$ cat src/rtl/gated_event_counter_if.sv
// Control and result bundle for gated_event_counter: window request/config
// and the asynchronous event input in, busy/done/count/overflow out.
interface gated_event_counter_if #(
  parameter int WIDTH  = 8,
  parameter int GATE_W = 16
);
  logic              start;
  logic              cont;
  logic [GATE_W-1:0] gate_len;
  logic              evt_in;
  logic              busy;
  logic              done;
  logic [WIDTH-1:0]  count;
  logic              overflow;

  modport master (
    output start, cont, gate_len, evt_in,
    input  busy, done, count, overflow
  );

  modport slave (
    input  start, cont, gate_len, evt_in,
    output busy, done, count, overflow
  );
endinterface

$ cat src/rtl/gated_event_counter.sv
// Gated event counter: synchronises an asynchronous event line, counts its
// rising edges over a window of gate_len clocks, and latches a saturating
// total with a one-cycle done strobe. Optional back-to-back (cont) windows.
module gated_event_counter #(
  parameter int WIDTH  = 8,
  parameter int GATE_W = 16
) (
  input logic               clk,
  input logic               rst,
  gated_event_counter_if.slave bus
);

  typedef enum logic {
    IDLE,
    COUNT
  } state_t;

  localparam logic [WIDTH-1:0]  ACC_MAX = '1;
  localparam logic [WIDTH-1:0]  ACC_ONE = WIDTH'(1);
  localparam logic [GATE_W-1:0] REM_ONE = GATE_W'(1);

  state_t            state;
  logic              s1, s2, s3;
  logic              evt_edge;
  logic [GATE_W-1:0] rem;
  logic [WIDTH-1:0]  acc;
  logic              ovf_int;
  logic              acc_full;
  logic [WIDTH-1:0]  acc_next;
  logic              ovf_next;

  // Edge pulse and the accumulator/overflow values after this cycle's edge.
  always_comb begin
    evt_edge = s2 & ~s3;
    acc_full = (acc == ACC_MAX);
    acc_next = acc;
    ovf_next = ovf_int;
    if (evt_edge) begin
      if (acc_full) ovf_next = 1'b1;
      else          acc_next = acc + ACC_ONE;
    end
  end

  // Two-flop synchroniser plus a third flop for rising-edge detection.
  always_ff @(posedge clk or negedge rst) begin
    if (!rst) begin
      s1 <= 1'b0;
      s2 <= 1'b0;
      s3 <= 1'b0;
    end else begin
      s1 <= bus.evt_in;
      s2 <= s1;
      s3 <= s2;
    end
  end

  // Window control FSM with registered busy/done/count/overflow.
  always_ff @(posedge clk or negedge rst) begin
    if (!rst) begin
      state        <= IDLE;
      rem          <= '0;
      acc          <= '0;
      ovf_int      <= 1'b0;
      bus.busy     <= 1'b0;
      bus.done     <= 1'b0;
      bus.count    <= '0;
      bus.overflow <= 1'b0;
    end else begin
      bus.done <= 1'b0;
      case (state)
        IDLE: begin
          if (bus.start) begin
            if (bus.gate_len != '0) begin
              rem      <= bus.gate_len;
              acc      <= '0;
              ovf_int  <= 1'b0;
              bus.busy <= 1'b1;
              state    <= COUNT;
            end else begin
              bus.count    <= '0;
              bus.overflow <= 1'b0;
              bus.done     <= 1'b1;
            end
          end
        end
        COUNT: begin
          if (rem == REM_ONE) begin
            // Final edge is folded straight into the latched result.
            bus.count    <= acc_next;
            bus.overflow <= ovf_next;
            bus.done     <= 1'b1;
            if (bus.cont && (bus.gate_len != '0)) begin
              rem     <= bus.gate_len;
              acc     <= '0;
              ovf_int <= 1'b0;
            end else begin
              rem      <= '0;
              bus.busy <= 1'b0;
              state    <= IDLE;
            end
          end else begin
            rem     <= rem - REM_ONE;
            acc     <= acc_next;
            ovf_int <= ovf_next;
          end
        end
        default: begin
          state    <= IDLE;
          bus.busy <= 1'b0;
        end
      endcase
    end
  end

endmodule

$ cat src/flat_wrapper.sv
// flat-port wrapper written by rule: the top's interface ports become plain ports
module gated_event_counter_flat 
#(
  parameter int WIDTH  = 8,
  parameter int GATE_W = 16
)
  (clk, rst, bus_start, bus_cont, bus_gate_len, bus_evt_in, bus_busy, bus_done, bus_count, bus_overflow);
  gated_event_counter_if #(.WIDTH(WIDTH), .GATE_W(GATE_W)) bus_i ();
  input logic clk;
  input logic rst;
  input wire logic [$bits(bus_i.start)-1:0] bus_start;
  input wire logic [$bits(bus_i.cont)-1:0] bus_cont;
  input wire logic [$bits(bus_i.gate_len)-1:0] bus_gate_len;
  input wire logic [$bits(bus_i.evt_in)-1:0] bus_evt_in;
  output wire logic [$bits(bus_i.busy)-1:0] bus_busy;
  output wire logic [$bits(bus_i.done)-1:0] bus_done;
  output wire logic [$bits(bus_i.count)-1:0] bus_count;
  output wire logic [$bits(bus_i.overflow)-1:0] bus_overflow;
  assign bus_i.start = bus_start;
  assign bus_i.cont = bus_cont;
  assign bus_i.gate_len = bus_gate_len;
  assign bus_i.evt_in = bus_evt_in;
  assign bus_busy = bus_i.busy;
  assign bus_done = bus_i.done;
  assign bus_count = bus_i.count;
  assign bus_overflow = bus_i.overflow;
  gated_event_counter #(.WIDTH(WIDTH), .GATE_W(GATE_W)) u_core (.clk(clk), .rst(rst), .bus(bus_i));
endmodule
$ cat config.mk
export PLATFORM = sky130hd
export DESIGN_NAME = gated_event_counter_flat
export DESIGN_NICKNAME = d
export VERILOG_FILES = /design/src/rtl/gated_event_counter_if.sv /design/src/rtl/gated_event_counter.sv /design/src/flat_wrapper.sv
export SDC_FILE = /design/constraint.sdc
export NUM_CORES = 1
export LEC_CHECK = 0
export ABC_AREA = 1
export CAP_MARGIN = 30
export CORE_ASPECT_RATIO = 1.1
export CORE_MARGIN = 4
export CORE_UTILIZATION = 33
export CTS_CLUSTER_DIAMETER = 120
export DETAILED_ROUTE_END_ITERATION = 10
export PLACE_DENSITY = 0.56
export SYNTH_ARGS = -nofsm -noshare
export SYNTH_HDL_FRONTEND = slang
export SYNTH_SLANG_ARGS = --single-unit
$ cat constraint.sdc
create_clock -name clk -period 3.5 [get_ports clk]
set_clock_uncertainty 0.05 [all_clocks]
set_input_delay 0.7 -clock clk [delete_from_list [all_inputs] [get_ports clk]]
set_output_delay 0.7 -clock clk [all_outputs]
set_load 0.02 [all_outputs]
==> flow_summary.toml <==
[pwr]
ir_drop_v = 0.000219
leakage_nw = 1.41
power.density_mw_per_mm2 = 558

[floorplanning]
die_h_um = 99.9
start_util_pct = 33.9
dieArea_sq_mm = 0.00915
fp.coreArea_sq_mm = 0.00747
core.rowCount = 33
die_w_um = 91.5
io_pins = 32

[critical_path]
crit_arrival_ns = 2.43
cpMostUsedCell = "nand2_1"
critical_path.max_stage_delay_ns = 0.44
required_ns = 3.65
cp_top_family = "simple AND/OR/NAND/NOR gates"
slowest_stage = "clkdlybuf4s50_1"
r2r_setup_slack_ns = 1.64
path_buf_inv = 2
cp-start-kind = "primary input"
cp-end-kind = "flop"
crit_chain = "clkdlybuf4s50_1 -> nor2_1 -> nand2_1 -> nor2_1 -> nand2_1 -> nand2_1 -> nand2_2 -> nand2_8 -> inv_4 -> nand2_1 -> nand2_1"
cp_max_fo = 9
path_class = "in -> reg"

[status]
status = "complete, no violations"

[synth]
yosysWarnings = 0
synth_edf_count = 0
synth-adder-area-share_pct = 1.48
syn-num-nets = 371
synth_mux_area_share_pct = 0
synth-simple-area-share_pct = 38.5
async_flop_share_pct = 100
synth_compound_area_share_pct = 10.7
ys_seq_area_share_pct = 39.5
synth_cells = 347
synth_top_family_by_area = "simple AND/OR/NAND/NOR gates"
ys_seq_elements = 40
ys_types = 36
synthFlopType = "dfrtp_1"
syn_avg_cell_area_sq_um = 7.30
synth-xor-area-share_pct = 2.72
syn_area_sq_mm = 0.00253

[timing]
rsz0062_at_grt = "no"
max_freq_mhz = 439
fin_hold_ws_ns = 0.138
setup_viol = 0
slew_headroom_pct = 69.1
worstMarginPinSlew_ns = 0.462
finalHoldViolations = 0
layout_setup_ws_ns = 1.22
period_minus_slack_ns = 2.28
period_share_pct = 65.1
setup_tns_ns = 0
slew_viol_final = 0

[clock_network]
cts-root-buf = "clkbuf_8"
post-cts-setup-buffer-count = 0
ctsHoldBuffers = 0
cts_tree = "built"
clk_pin_slew_ns = 0.09
cts.repair.resized = 0
worstSkewPairLatency_ns = 0.30
cts_made_buffers = 5
cts_buffer_depth = 2
cts_max_level = 2
clkSinkCount = 40

[cells_and_area]
nets = 407
fill_cells = 807
drive_gt1_share_pct = 13.0
area_growth_syn_to_layout_pct = 21.4
final_util_pct = 41.2
diodes = 0
final_area_sq_mm = 0.00308

[global_route]
grt_pass1_vias = 2165
top_usage_layer = "met2"
grt_use_met1_pct = 17.7
globalRoute.totalOverflow = 0
grt_first_pass_wirelength_mm = 10.3
grtUsageTotal_pct = 14.0
gr-usage-met2_pct = 24.2
grt_max_degree = 41
antenna_found_initial = 0
use_met3_pct = 2.47

[placement]
placed_area_sq_mm = 0.00294
hpwlAfterDp_mm = 4.64
pre_cts_slack_ns = 0.854
gp_congestion = 0.877
portBuffers = 31

[detailed_routing]
drc = 0
vias = 2216
drt-initial-drc-count = 78
avgViaCountPerCell = 4.53
final_antenna_net_count = 0
routed_wl_mm = 6.06
firstDrtPassIters = 4
post_drt_wl_per_cell_um = 12.4

[worst_hold_path]
worstHoldPathType = "in -> async"

[flow_run]
drv_cap = 0
[power by group]
group | switching (W) | total (W) | internal (W)
Sequential | 0.000144 | 0.000722 | 0.000578
Combinational | 0.000361 | 0.000596 | 0.000235
Clock | 0.000183 | 0.000398 | 0.000215
[stage by stage]
step	power, W	std cells
after floorplan	0.00117	347
after global placement	0.00132	480
after detailed placement	0.00132	480
after CTS	0.00173	488
after global routing	0.00187	489
final	0.00172	489
[synthesized netlist by cell type (4+ instances only)]
cell     number  share of area (%)
nand2_1     118                 17
nor2_1       47                7.0
dfrtp_1      40                 40
inv_1        30                4.4
nand3_1      19                3.8
o21ai_0      11                2.2
o21ai_1      11                2.2
a21oi_1       8                1.6
inv_2         7                1.0
nand2_2       5                1.2
nor2_4        5                2.2
o21ai_2       5                1.7
xor2_1        5                1.7
nand4_1       4               0.99
[metal layers]
layer  wire (um)  vias up
met4          71        0
met3         255        9
met2        3020       42
li1            -     1167
met1        2720      998
met5           0        -
[final timing paths]
path	from	to	depth (start not counted)
setup / recovery	bus_gate_len[7]	u_core.rem[6]	11
hold / removal	rst	u_core.bus.overflow	1
setup reg to reg	u_core.rem[1]	u_core.rem[12]	11
hold reg to reg	u_core.s1	u_core.s2	0
max in group asynchronous	rst	u_core.rem[5]	2
min in group clk	u_core.s1	u_core.s2	0
[worst reg2reg max path, delay by kind of cell, from the launching register on]
kind	cells	cell delay (ns)
AND/OR/NAND/NOR	8	0.83
adder cells (fa/ha/maj)	1	0.23
buffers and inverters	2	0.25
flip-flops	1	0.39
[cell families after synthesis]
| family | after synthesis |
|---|---|
| AND/OR/NAND/NOR | 213 |
| buffers and inverters | 42 |
| flip-flops | 40 |
| adder cells (fa/ha/maj) | 3 |
| AO/OA/AOI/OAI | 42 |
| XOR/XNOR | 7 |
[placed cells by master (no fill, tap or decap), types with 2 or more instances in the layout]
master	n
nor2_2	3
nor2_4	5
ha_1	3
nand3_1	19
o21ai_2	5
clkbuf_8	5
nor2_1	47
dfrtp_1	40
nand3_2	2
nor3_1	3
inv_1	30
inv_2	7
nand2_1	118
nand2_4	2
o21ai_1	11
o21ai_0	11
xor2_1	5
clkdlybuf4s50_1	30
a21oi_1	8
nand2_2	5
nand4_1	4
inv_4	2
[flip-flops by register name, summed over array words and instances (netlist names)]
name and flops:
u_core.s1 1, u_core.s3 1, u_core.acc 8, u_core.state 1, u_core.s2 1, u_core.rem 16, u_core.bus.count 8, u_core.bus.overflow 1
u_core.bus.done 1, u_core.ovf_int 1, u_core.bus.busy 1
[final cells by class]
cell class                      count  area (sq um)  share of cell area [%]
Multi-Input combinational cell    265          1350                    43.9
Sequential cell                    40          1000                    32.5
Timing Repair Buffer               32           325                    10.6
Inverter                           39           151                    4.92
Tap cell                          105           131                    4.27
Clock buffer                        5          68.8                    2.24
Clock inverter                      3          46.3                    1.51
Note: power is estimated with default switching activity, not from simulation.
